<file path="src/rtl/usb_fs_rx_phy.sv">
`default_nettype none
// +---------------------------------------------------------------------+
// | usb_fs_rx_phy : full-speed USB receive front end (sync, clock        |
// | recovery, NRZI, unstuffing, SYNC/EOP, byte assembly, bus reset)      |
// | Rev 1.0                                                              |
// +---------------------------------------------------------------------+
module usb_fs_rx_phy #(
  parameter int RESET_CYCLES = 120,
  parameter int EOP_MAX_SE0  = 3
) (
  input  logic       clk_48mhz,
  input  logic       reset,
  input  logic       usb_p_rx,
  input  logic       usb_n_rx,
  output logic [1:0] line_state,
  output logic       rx_active,
  output logic       rx_pkt_start,
  output logic [7:0] rx_data,
  output logic       rx_data_valid,
  output logic       rx_pkt_end,
  output logic       rx_pkt_err,
  output logic       usb_reset
);

  localparam logic [1:0] LS_SE0 = 2'd0;
  localparam logic [1:0] LS_J   = 2'd1;
  localparam logic [1:0] LS_K   = 2'd2;
  localparam logic [1:0] LS_SE1 = 2'd3;
  localparam logic [7:0] RST_LIM = RESET_CYCLES[7:0];
  localparam logic [3:0] EOP_MAX = EOP_MAX_SE0[3:0];

  typedef enum logic [1:0] {IDLE, DATA, EOP, ERR} state_t;

  logic [1:0] meta;
  logic [1:0] eff;
  logic [1:0] eff_prev;
  logic       change;
  logic [1:0] phase;
  logic       sample_en;
  logic [1:0] prev_jk;
  logic [5:0] hist;
  logic       dbit;
  logic       sync_done;
  state_t     state;
  logic [2:0] ones;
  logic [2:0] bit_cnt;
  logic       got_byte;
  logic [6:0] shreg;
  logic [3:0] eop_se0;
  logic       err_se0;
  logic [7:0] se0_cnt;
  logic       reset_rise;

  // Line state code is {D-, D+}, so J=1, K=2, SE0=0, SE1=3 fall out directly.
  always_ff @(posedge clk_48mhz or negedge reset) begin
    if (!reset) begin
      meta       <= 2'b00;
      line_state <= LS_SE0;
    end else begin
      meta       <= {usb_n_rx, usb_p_rx};
      line_state <= meta;
    end
  end

  assign eff       = (line_state == LS_SE1) ? eff_prev : line_state;
  assign change    = (eff != eff_prev);
  assign sample_en = (phase == 2'd1) && !change;
  assign dbit      = (eff == prev_jk);
  assign sync_done = (hist == {LS_K, LS_J, LS_K}) && (eff == LS_K);

  always_ff @(posedge clk_48mhz or negedge reset) begin
    if (!reset) begin
      se0_cnt <= 8'd0;
    end else if (line_state != LS_SE0) begin
      se0_cnt <= 8'd0;
    end else if (se0_cnt != 8'hFF) begin
      se0_cnt <= se0_cnt + 8'd1;
    end
  end

  assign usb_reset  = (se0_cnt >= RST_LIM);
  assign reset_rise = (line_state == LS_SE0) && (se0_cnt == RST_LIM - 8'd1);

  always_ff @(posedge clk_48mhz or negedge reset) begin
    if (!reset) begin
      eff_prev      <= LS_SE0;
      phase         <= 2'd0;
      prev_jk       <= LS_J;
      hist          <= {LS_J, LS_J, LS_J};
      state         <= IDLE;
      ones          <= 3'd0;
      bit_cnt       <= 3'd0;
      got_byte      <= 1'b0;
      shreg         <= 7'd0;
      eop_se0       <= 4'd0;
      err_se0       <= 1'b0;
      rx_active     <= 1'b0;
      rx_pkt_start  <= 1'b0;
      rx_data       <= 8'd0;
      rx_data_valid <= 1'b0;
      rx_pkt_end    <= 1'b0;
      rx_pkt_err    <= 1'b0;
    end else begin
      rx_pkt_start  <= 1'b0;
      rx_data_valid <= 1'b0;
      rx_pkt_end    <= 1'b0;
      rx_pkt_err    <= 1'b0;
      if (rx_pkt_end) rx_active <= 1'b0;

      // A transition counts as phase 0, so the sample lands on the next cycle.
      eff_prev <= eff;
      phase    <= change ? 2'd1 : phase + 2'd1;

      if (sample_en) begin
        hist <= {hist[3:0], eff};
        if (eff == LS_J || eff == LS_K) prev_jk <= eff;
      end

      if (reset_rise && state != IDLE) begin
        rx_pkt_end <= 1'b1;
        rx_pkt_err <= 1'b1;
        state      <= IDLE;
      end else if (sample_en) begin
        case (state)
          IDLE: begin
            if (sync_done) begin
              state        <= DATA;
              rx_pkt_start <= 1'b1;
              rx_active    <= 1'b1;
              ones         <= 3'd0;
              bit_cnt      <= 3'd0;
              got_byte     <= 1'b0;
            end
          end
          DATA: begin
            if (eff == LS_SE0) begin
              state   <= EOP;
              eop_se0 <= 4'd1;
            end else if (ones == 3'd6) begin
              if (dbit) begin
                state   <= ERR;
                err_se0 <= 1'b0;
              end else begin
                ones <= 3'd0;
              end
            end else begin
              ones    <= dbit ? ones + 3'd1 : 3'd0;
              shreg   <= {dbit, shreg[6:1]};
              bit_cnt <= bit_cnt + 3'd1;
              if (bit_cnt == 3'd7) begin
                rx_data       <= {dbit, shreg};
                rx_data_valid <= 1'b1;
                got_byte      <= 1'b1;
              end
            end
          end
          EOP: begin
            if (eff == LS_J) begin
              rx_pkt_end <= 1'b1;
              rx_pkt_err <= (bit_cnt != 3'd0) || !got_byte;
              state      <= IDLE;
            end else if (eff == LS_K || eop_se0 >= EOP_MAX) begin
              rx_pkt_end <= 1'b1;
              rx_pkt_err <= 1'b1;
              state      <= IDLE;
            end else begin
              eop_se0 <= eop_se0 + 4'd1;
            end
          end
          ERR: begin
            if (eff == LS_SE0) begin
              err_se0 <= 1'b1;
            end else if (eff == LS_J && err_se0) begin
              rx_pkt_end <= 1'b1;
              rx_pkt_err <= 1'b1;
              state      <= IDLE;
            end
          end
          default: state <= IDLE;
        endcase
      end
    end
  end

endmodule
`default_nettype wire

</file>
<file path="config.mk">
export PLATFORM = sky130hd
export DESIGN_NAME = usb_fs_rx_phy
export DESIGN_NICKNAME = d
export VERILOG_FILES = /design/src/rtl/usb_fs_rx_phy.sv
export SDC_FILE = /design/constraint.sdc
export NUM_CORES = 1
export LEC_CHECK = 0
export BUFFER_PORTS_ARGS = -buffer_cell sky130_fd_sc_hd__buf_2
export CAP_MARGIN = 10
export CORE_MARGIN = 4
export CORE_UTILIZATION = 59
export DETAILED_ROUTE_END_ITERATION = 8
export GPL_TIMING_DRIVEN = 0
export HOLD_SLACK_MARGIN = 0.06
export PLACE_DENSITY = 0.78
export SLEW_MARGIN = 20
export SYNTH_ARGS = -nofsm -noshare
export SYNTH_HDL_FRONTEND = slang
export SYNTH_SLANG_ARGS = --single-unit
export TNS_END_PERCENT = 1
</file>
<file path="constraint.sdc">
create_clock -name clk_48mhz -period 2.5 [get_ports clk_48mhz]
set_input_delay 0.25 -clock clk_48mhz [delete_from_list [all_inputs] [get_ports clk_48mhz]]
set_output_delay 0.25 -clock clk_48mhz [all_outputs]
set_load 0.02 [all_outputs]
</file>
==> impl_metrics.json, run 1 <==
{
  "clk_latency_ps": 340,
  "setup_viol": 0,
  "clock_tree.root_cell": "clkbuf_8",
  "fin_worst_skew_ps": 12.6,
  "hold_start": "meta[1]$_DFF_PN0_",
  "detail_route.wirelength_mm": 5.07,
  "result_of_the_run": "finished clean",
  "synth_cell_type_count": 55,
  "synth_edf_count": 0,
  "synth_area_leaders": "dfrtp_1, nand2_1, ha_1",
  "path_buf_inv": 2,
  "synthCells": 260,
  "rsz0062_at_grt": "no",
  "start_util": 0.620,
  "synth_fp_nets": 273,
  "grt_pass1_wl_mm": 8.94,
  "share_of_layout_cells_above_drive_strength_1": 0.195,
  "hold_class": "reg2reg",
  "clock.fmax_ghz": 0.462,
  "relative_slew_slack": 0.530,
  "worst-r2r-cell-count": 7,
  "detail_route.vias_per_cell": 5.59,
  "reg2reg_from": "ones[0]$_DFFE_PN0P_",
  "routed-via-count": 1955,
  "yosysWarnings": 0,
  "netlist.top_cell.by_area": "dfrtp_1",
  "cp.required_ps": 2720,
  "antenna-diode-count": 0,
  "power-per-cell-area_mw_per_mm2": 805,
  "instances_no_fill": 350,
  "drc_marker_count_from_the_first_detailed_route_iteration": 131,
  "floorplan.core_area_mm2": 0.00444,
  "postSynthRegisterBits": 58,
  "die_h_um": 76.3,
  "setup_tns_ps": 0,
  "report.power.total_w": 0.00250,
  "place.detailed.hpwl_mm": 3.49,
  "cts_tree": "built",
  "postRouteAntennaNets": 0,
  "gp_congestion": 0.857,
  "clk_pin_slew_ps": 70,
  "p_leak_nw": 1.53,
  "yosysSeqAreaShare": 0.529,
  "area_delta_synth_final_pct": 12.8,
  "crit_path_kind": "reg2reg",
  "all_layer_global_routing_usage": 0.195,
  "fin_crit_sh": 0.866,
  "post-synth-top-area-fraction": 0.490,
  "path_max_fanout": 10,
  "io_pins": 20,
  "io_buffer_count": 19,
  "largest_buffer_count_on_any_clock_path": 2,
  "num_rows": 24,
  "synthArstFlopShare": 1.00,
  "mappedNetlistArea_mm2": 0.00276,
  "worst-path-stages": 7,
  "synth-main-ff-cell": "dfrtp_1",
  "antenna_found_initial": 0,
  "remaining_drc_errors": 0,
  "cp_launch_point": "ones[0]$_DFFE_PN0P_",
  "timing.final.max_slew_violations": 0,
  "final_cell_mix": "dfrtp_1, nand2_1, nor2_1",
  "worst_path_most_repeated_cell": "or3_4",
  "post_drt_wl_per_cell_um": 14.5,
  "post-route-min-period_ps": 2170,
  "cp-start-kind": "flop",
  "dpl.cell_count": 331,
  "timing.final.hold_violations": 0,
  "place_worst_setup_slack_ps": 357,
  "timing.critical_path.to_type": "flop",
  "path_delay_family": "simple AND/OR/NAND/NOR gates",
  "htree_num_levels": 3,
  "post_cts.repair.setup_buffers": 0,
  "first_global_vias": 1936,
  "final_core_utilization": 0.699,
  "timing.final.ws_setup_ps": 334,
  "crit-reg2reg-capture": "rx_data[1]$_DFFE_PN0P_",
  "cts-buffers-inserted": 9,
  "max_cap_violations": 0,
  "ordered_cell_list_for_the_critical_path": "inv_1 -> ha_1 -> and2_1 -> or3_4 -> or3_4 -> buf_6 -> mux2_4",
  "worst_tran_pin_value_ps": 706,
  "grt_start_max_net_pins": 59,
  "detailedRoute.firstPassIterationCount": 4,
  "max_stage_delay_ps": 400,
  "ir_drop_mv": 0.584,
  "cp.arrival_ps": 2380,
  "cts.sink_count": 58,
  "ff2ff_setup_slack_ps": 330,
  "layout.cells.most_common": "dfrtp_1",
  "layout.nets": 306,
  "die_width_um": 76.3,
  "dieArea_mm2": 0.00583,
  "overflow": 0,
  "syn-mean-instance-area_um2": 10.6,
  "crit_slowest_cell": "dfrtp_1",
  "critical_path.endpoint": "rx_data[1]$_DFFE_PN0P_"
}
-- cell families after synthesis --
logic type / Yosys count / synth area share
xor+xnor: 5 / 0.0159
simple gates: 95 / 0.174
flops: 58 / 0.529
compound gates: 52 / 0.128
fa+ha+maj: 9 / 0.0409
mux: 16 / 0.0727
buf+inv: 25 / 0.0404
-- worst min-delay path by stage --
stage,end,cells past startpoint
floorplan,bit_cnt[0]$_DFFE_PN0P_,0
global placement,line_state[1]$_DFF_PN0_,0
detailed placement,line_state[1]$_DFF_PN0_,0
CTS,line_state[1]$_DFF_PN0_,0
global route,line_state[1]$_DFF_PN0_,0
finish,line_state[1]$_DFF_PN0_,0
-- per-layer routing --
| layer | share of wire | global-route usage | vias to the layer above |
|---|---|---|---|
| met4 | 0.022 | 0.103 | 0 |
| li1 | - | - | 975 |
| met3 | 0.032 | 0.0414 | 11 |
| met2 | 0.47 | 0.308 | 29 |
| met1 | 0.48 | 0.254 | 940 |
| met5 | 0 | 0 | - |
-- cells in the mapped netlist, types with 4 or more instances --
master and number:
a22o_1 5, nand2_1 34, mux2_2 8, dfstp_2 4
nand2b_1 4, clkbuf_1 7, inv_1 13, and2_1 6
xor2_1 4, nor2_1 22, nand3_1 4, dfrtp_1 54
ha_1 9, o21ai_0 13, a21oi_1 9, mux2_4 6
-- registers in the layout, indices dropped and copies added, names as in the netlist, 2 cells and up --
name,cells
phase,2
bit_cnt,3
state,2
rx_data,8
eff_prev,2
hist,6
eop_se0,4
prev_jk,2
ones,3
line_state,2
shreg,7
se0_cnt,8
meta,2
-- report_power, final --
part           switching [W]  internal [W]
registers           0.000116       0.00111
logic               0.000311      0.000238
clock network       0.000339      0.000389
total               0.000767       0.00174
-- per-stage QoR --
step,instance area (µm²),hold slack [ps]
2_1_floorplan,2760,-45.6
3_3_place_gp,2920,333
3_5_place_dp,2920,335
4_1_cts,3110,348
5_1_grt,3110,359
6_report,3110,347
-- what timing repair did --
item                                   CTS  global route
hold buffers                             3             0
gates resized for setup                  0             0
endpoints found under the hold margin   56             0
-- final cells by class --
cell class | instances | area, µm²
timing repair buffer | 22 | 128
sequential | 58 | 1460
inverter | 13 | 48.8
clock buffer | 16 | 160
buffer | 12 | 62.6
multi-input combinational | 177 | 1190
tap | 52 | 65.1
fill | 358 | 1340
-- worst reg2reg max path, stage by stage, from the launching register on --
cell,delay [ps]
dfrtp_1,400
inv_1,60
ha_1,230
and2_1,170
or3_4,380
or3_4,340
buf_6,160
mux2_4,300
Note: power is estimated with default switching activity, not from simulation.
==> run 2, diff against run 1 <==
--- a/config.mk
+++ b/config.mk
@@ -5,6 +5,7 @@
 export SDC_FILE = /design/constraint.sdc
 export NUM_CORES = 1
 export LEC_CHECK = 0
+export ABC_CLOCK_PERIOD_IN_PS = 2200
 export BUFFER_PORTS_ARGS = -buffer_cell sky130_fd_sc_hd__buf_2
 export CAP_MARGIN = 10
 export CORE_MARGIN = 4
@@ -13,6 +14,7 @@
 export GPL_TIMING_DRIVEN = 0
 export HOLD_SLACK_MARGIN = 0.06
 export PLACE_DENSITY = 0.78
+export REMOVE_ABC_BUFFERS = 1
 export SLEW_MARGIN = 20
 export SYNTH_ARGS = -nofsm -noshare
 export SYNTH_HDL_FRONTEND = slang
==> constraint.sdc (replaced) <==
create_clock -name clk_48mhz -period 2.2 [get_ports clk_48mhz]
set_input_delay 0.22 -clock clk_48mhz [delete_from_list [all_inputs] [get_ports clk_48mhz]]
set_output_delay 0.22 -clock clk_48mhz [all_outputs]
set_load 0.02 [all_outputs]
==> run 2 against run 1 <==
Via count fell by 2.7%. Combinational power rose by 2%. Total power rose by 23%. Non-clock buffer count fell by 10.
==> impl_metrics.json, run 2 (synthesis results as in run 1) <==
{
  "dieArea_mm2": 0.00583,
  "ir_drop_mv": 0.638,
  "num_rows": 24,
  "max_stage_delay_ps": 440,
  "crit_slowest_cell": "or3_4",
  "antenna_found_initial": 0,
  "remaining_drc_errors": 0,
  "detailedRoute.firstPassIterationCount": 4,
  "layout_top_registers": "rx_data x8, se0_cnt x8, shreg x7",
  "grt_start_max_net_pins": 59,
  "detail_route.vias_per_cell": 5.60,
  "worst_tran_pin_value_ps": 715,
  "largest_buffer_count_on_any_clock_path": 2,
  "io_pins": 20,
  "io_buffer_count": 19,
  "postRouteAntennaNets": 0,
  "detail_route.wirelength_mm": 5.02,
  "die_h_um": 76.3,
  "cts_tree": "built",
  "post_drt_wl_per_cell_um": 14.8,
  "p_leak_nw": 1.54,
  "max_cap_violations": 0,
  "cp.required_ps": 2420,
  "finish.instance_area_mm2": 0.00315,
  "layout.nets": 296,
  "result_of_the_run": "finished clean",
  "all_layer_global_routing_usage": 0.191,
  "share_of_layout_cells_above_drive_strength_1": 0.229,
  "place.detailed.hpwl_mm": 3.28,
  "setup_viol": 0,
  "fin_worst_skew_ps": 5.44,
  "fin_crit_sh": 0.967,
  "final_cell_mix": "dfrtp_1, nand2_1, nor2_1",
  "layout.cells.most_common": "dfrtp_1",
  "hold_class": "reg2reg",
  "area_delta_synth_final_pct": 14.2,
  "htree_num_levels": 3,
  "routed-via-count": 1903,
  "report.power.total_w": 0.00308,
  "gp_congestion": 0.826,
  "timing.critical_path.to_type": "flop",
  "timing.final.hold_violations": 0,
  "worst_path_most_repeated_cell": "or3_4",
  "rsz0062_at_grt": "yes",
  "cp.arrival_ps": 2340,
  "clk_pin_slew_ps": 60,
  "timing.final.max_slew_violations": 0,
  "floorplan.core_area_mm2": 0.00444,
  "setup_tns_ps": 0,
  "ordered_cell_list_for_the_critical_path": "inv_1 -> ha_1 -> and2_4 -> or3_4 -> or3_4 -> mux2_4",
  "crit_path_kind": "reg2reg",
  "whs_ps": 348,
  "clk_latency_ps": 330,
  "relative_slew_slack": 0.523,
  "dpl-instance-area_mm2": 0.00287,
  "cts-buffers-inserted": 9,
  "first_global_vias": 1899,
  "clock_tree.root_cell": "clkbuf_8",
  "power-per-cell-area_mw_per_mm2": 978,
  "die_width_um": 76.3,
  "grt_pass1_wl_mm": 8.80,
  "clock.fmax_ghz": 0.470,
  "overflow": 0,
  "cts.sink_count": 58,
  "start_util": 0.620,
  "path_max_fanout": 11,
  "antenna-diode-count": 0,
  "post-route-min-period_ps": 2130,
  "cp-start-kind": "flop",
  "drc_marker_count_from_the_first_detailed_route_iteration": 207
}
-- run 2: changes by cell type in the layout (fill, tap and decap cells not counted), moves of 2 or more --
cell,previous run,this run
clkbuf_1,13,1
buf_2,20,18
bufinv_16,0,2
clkinv_2,0,2
dfrtp_1,54,52
dfrtp_2,0,2
-- run 2: metal layers --
metal | vias to the layer above | GRT usage | wire [µm]
met1 | 900 | 0.254 | 2380
met4 | 0 | 0.0797 | 101
met3 | 11 | 0.0567 | 181
met5 | - | 0 | 0
met2 | 41 | 0.290 | 2360
li1 | 951 | - | -
-- run 2: cell type report --
cell class | instances | area, µm²
flip-flops and latches | 58 | 1460
fillers | 333 | 1300
multi-input cells | 177 | 1210
repair buffers | 24 | 146
clock buffers | 11 | 141
clock inverters | 5 | 77.6
well taps | 52 | 65.1
inverters | 13 | 48.8
-- run 2: timing repair --
action                     in CTS  in global routing
buffers inserted                1                  0
resized for setup               4                  3
pin swaps                       1                  0
setup endpoints to repair      21                  7
hold buffers                    3                  0
gates cloned                    0                  0
hold endpoints to repair       56                  0
-- run 2: worst paths after layout --
kind | cells past startpoint | end | slack, ps | from
worst max register to register | 6 | rx_data[4]$_DFFE_PN0P_ | 70 | ones[0]$_DFFE_PN0P_
worst min-delay path | 0 | line_state[1]$_DFF_PN0_ | 350 | meta[1]$_DFF_PN0_
worst max-delay path | 6 | rx_data[4]$_DFFE_PN0P_ | 70 | ones[0]$_DFFE_PN0P_
worst min register to register | 0 | line_state[1]$_DFF_PN0_ | 350 | meta[1]$_DFF_PN0_
max in group asynchronous | 2 | line_state[1]$_DFF_PN0_ | 1190 | reset
min in group asynchronous | 2 | se0_cnt[2]$_DFFE_PN0P_ | 470 | reset
-- run 2: critical path: cells and delay by family, from the launching register on --
family | cells | cell delay [ps]
adder cells (fa/ha/maj) | 1 | 230
AND/OR/NAND/NOR | 3 | 990
multiplexers | 1 | 320
flip-flops | 1 | 390
buffers and inverters | 1 | 70
-- run 2: report_power, final --
part           switching, W  leakage, nW  internal, W
logic              0.000291        0.677     0.000269
clock network      0.000402        0.109     0.000664
registers          0.000192        0.752      0.00126
-- run 2: stage by stage --
step	cells	utilization	worst slack, ps
finish	340	0.708	73.5
global route	340	0.708	-1.63
CTS	340	0.705	44.5
detailed placement	320	0.645	-409
global placement	319	0.642	-616
floorplan	248	-	-133
==> run 3, diff against run 2 <==
--- a/config.mk
+++ b/config.mk
@@ -8,7 +8,7 @@
 export ABC_CLOCK_PERIOD_IN_PS = 2200
 export BUFFER_PORTS_ARGS = -buffer_cell sky130_fd_sc_hd__buf_2
 export CAP_MARGIN = 10
-export CORE_MARGIN = 4
+export CORE_MARGIN = 2
 export CORE_UTILIZATION = 59
 export DETAILED_ROUTE_END_ITERATION = 8
 export GPL_TIMING_DRIVEN = 0
==> run 3 against run 2 <==
Hold slack got worse by 2.2 ps. First-iteration DRC count is 11% higher. Global-route usage grew 3.7 points. Routed wire length rose by 2.4%. Critical path depth did not move. Combinational power about the same. Setup slack worse by 0.94 ps. Cell count grew 0.29%. Total power increased by 2.4%. Flip-flop and latch count is the same. Clock skew up 5.2 ps. Design area up 0.32%. Critical path type unchanged.
==> impl_metrics.json, run 3 (synthesis results as in run 1) <==
{
  "result_of_the_run": "finished clean",
  "cp.arrival_ps": 2350,
  "rsz0062_at_grt": "no",
  "num-fill-cells": 324,
  "dpl-instance-area_mm2": 0.00286,
  "layout.nets": 297,
  "relative_slew_slack": 0.531,
  "power.clock.fraction": 0.361,
  "start_util": 0.624,
  "htree_num_levels": 3,
  "timing.final.hold_violations": 0,
  "fin_worst_skew_ps": 10.7,
  "power.internal_w": 0.00226,
  "overflow": 0,
  "layout.cells.most_common": "dfrtp_1",
  "worst-r2r-cell-count": 6,
  "switching_power_w": 0.000891,
  "power.switching_fraction": 0.283,
  "finish.instance_area_mm2": 0.00316,
  "layout_top_registers": "rx_data x8, se0_cnt x8, shreg x7",
  "gp_congestion": 0.864,
  "whs_ps": 346,
  "grt_pass1_wl_mm": 8.96,
  "p_comb_frac": 0.177,
  "cp.required_ps": 2420,
  "setup_viol": 0,
  "grt_start_max_net_pins": 59,
  "crit_slowest_cell": "or3_4",
  "detail_route.vias_per_cell": 5.76,
  "hold_class": "reg2reg",
  "place.detailed.hpwl_mm": 3.28,
  "largest_buffer_count_on_any_clock_path": 2,
  "routed-via-count": 1964,
  "crit_path_kind": "reg2reg",
  "first_global_vias": 1881,
  "timing.final.max_slew_violations": 0,
  "cp-start-kind": "flop",
  "ir_drop_mv": 0.796,
  "area_delta_synth_final_pct": 14.5,
  "post-route-min-period_ps": 2130,
  "postRouteAntennaNets": 0,
  "antenna_found_initial": 0,
  "die_h_um": 72.3,
  "clock.fmax_ghz": 0.470,
  "cts_tree": "built",
  "io_pins": 20,
  "cts-buffers-inserted": 9,
  "dieArea_mm2": 0.00523,
  "cts.sink_count": 58,
  "remaining_drc_errors": 0,
  "max_cap_violations": 0,
  "detailedRoute.firstPassIterationCount": 5,
  "pwr-share-seq": 0.462,
  "ordered_cell_list_for_the_critical_path": "inv_1 -> ha_1 -> and2_1 -> or3_4 -> or3_4 -> mux2_4",
  "all_layer_global_routing_usage": 0.227,
  "detail_route.wirelength_mm": 5.14,
  "share_of_layout_cells_above_drive_strength_1": 0.225,
  "drc_marker_count_from_the_first_detailed_route_iteration": 229,
  "clk_latency_ps": 340,
  "power-per-cell-area_mw_per_mm2": 998,
  "clk_pin_slew_ps": 60,
  "worst_path_most_repeated_cell": "or3_4",
  "worst_tran_pin_value_ps": 703,
  "hold-path-cell-count": 0,
  "max_stage_delay_ps": 450,
  "floorplan.core_area_mm2": 0.00441,
  "antenna-diode-count": 0,
  "final_cell_mix": "dfrtp_1, nand2_1, nor2_1",
  "timing.critical_path.to_type": "flop",
  "p_leak_nw": 1.55,
  "post_drt_wl_per_cell_um": 15.1,
  "fin_crit_sh": 0.967,
  "path_max_fanout": 11,
  "io_buffer_count": 19,
  "num_rows": 24,
  "clock_tree.root_cell": "clkbuf_8",
  "die_width_um": 72.3
}
==> run 3: cell types whose count changed in the layout (fill, tap and decap cells not counted), sizes merged <==
cell,change
clkbuf,+3
clkinv,-2
buf,+1
clkinvlp,-1
==> run 3: path summary, 6_finish.rpt <==
path,startpoint,to,slack [ps]
hold / removal,meta[0]$_DFF_PN0_,line_state[0]$_DFF_PN0_,350
min in group asynchronous,reset,se0_cnt[5]$_DFFE_PN0P_,470
setup reg to reg,ones[0]$_DFFE_PN0P_,rx_data[2]$_DFFE_PN0P_,70
max in group asynchronous,reset,state[1]$_DFFE_PN0P_,1230
hold reg to reg,meta[0]$_DFF_PN0_,line_state[0]$_DFF_PN0_,350
setup / recovery,ones[0]$_DFFE_PN0P_,rx_data[2]$_DFFE_PN0P_,70
==> run 3: cell type report <==
cell class                      count  area (µm²)  share of cell area
Clock buffer                       14         173              0.0547
Clock inverter                      2        60.1              0.0190
Inverter                           13        48.8              0.0155
Multi-Input combinational cell    177        1200               0.380
Sequential cell                    58        1460               0.463
Tap cell                           52        65.1              0.0206
Timing Repair Buffer               25         150              0.0476
==> run 3: routing by layer <==
metal  vias up  routed length [µm]  share of wire  GRT usage
li1        954                   -              -          -
met1       954                2400           0.47      0.301
met2        49                2400           0.47      0.344
met3         7                 259          0.050     0.0694
met4         0                  83          0.016      0.107
met5         -                   0              0          0
==> run 3: metrics by stage <==
step	TNS [ps]	utilization	power [W]	setup WS (ps)	cells
2_1_floorplan	-1740	-	0.00183	-133	248
3_3_place_gp	-14320	0.646	0.00195	-663	319
3_5_place_dp	-5290	0.649	0.00200	-451	320
4_1_cts	0	0.712	0.00316	70.8	340
5_1_grt	0	0.715	0.00333	1.60	341
6_report	0	0.715	0.00315	72.5	341
==> run 3: worst max-delay path, delay by kind of cell, from the launching register on <==
| family | cells | cell delay, ps |
|---|---|---|
| DFF | 1 | 390 |
| buffers and inverters | 1 | 60 |
| and+or+nand+nor | 3 | 1020 |
| adders and majority gates | 1 | 210 |
| muxes | 1 | 330 |
==> run 3: power groups by stage <==
| stage | sequential (W) | combinational (W) | clock (W) |
|---|---|---|---|
| 6_report | 0.00145 | 0.000558 | 0.00114 |
| 5_1_grt | 0.00149 | 0.000646 | 0.00120 |
| 4_1_cts | 0.00145 | 0.000561 | 0.00115 |
| 3_5_place_dp | 0.00146 | 0.000533 | 0 |
| 3_3_place_gp | 0.00146 | 0.000499 | 0 |
| 2_1_floorplan | 0.00142 | 0.000404 | 0 |
==> run 3: what timing repair did <==
action                     4_1_cts  5_1_grt
hold buffers                     3        0
buffers inserted                 1        1
setup endpoints to repair       25        8
pin swaps                        1        0
resized for setup                4        2
cloned                           0        0
hold endpoints to repair        56        0
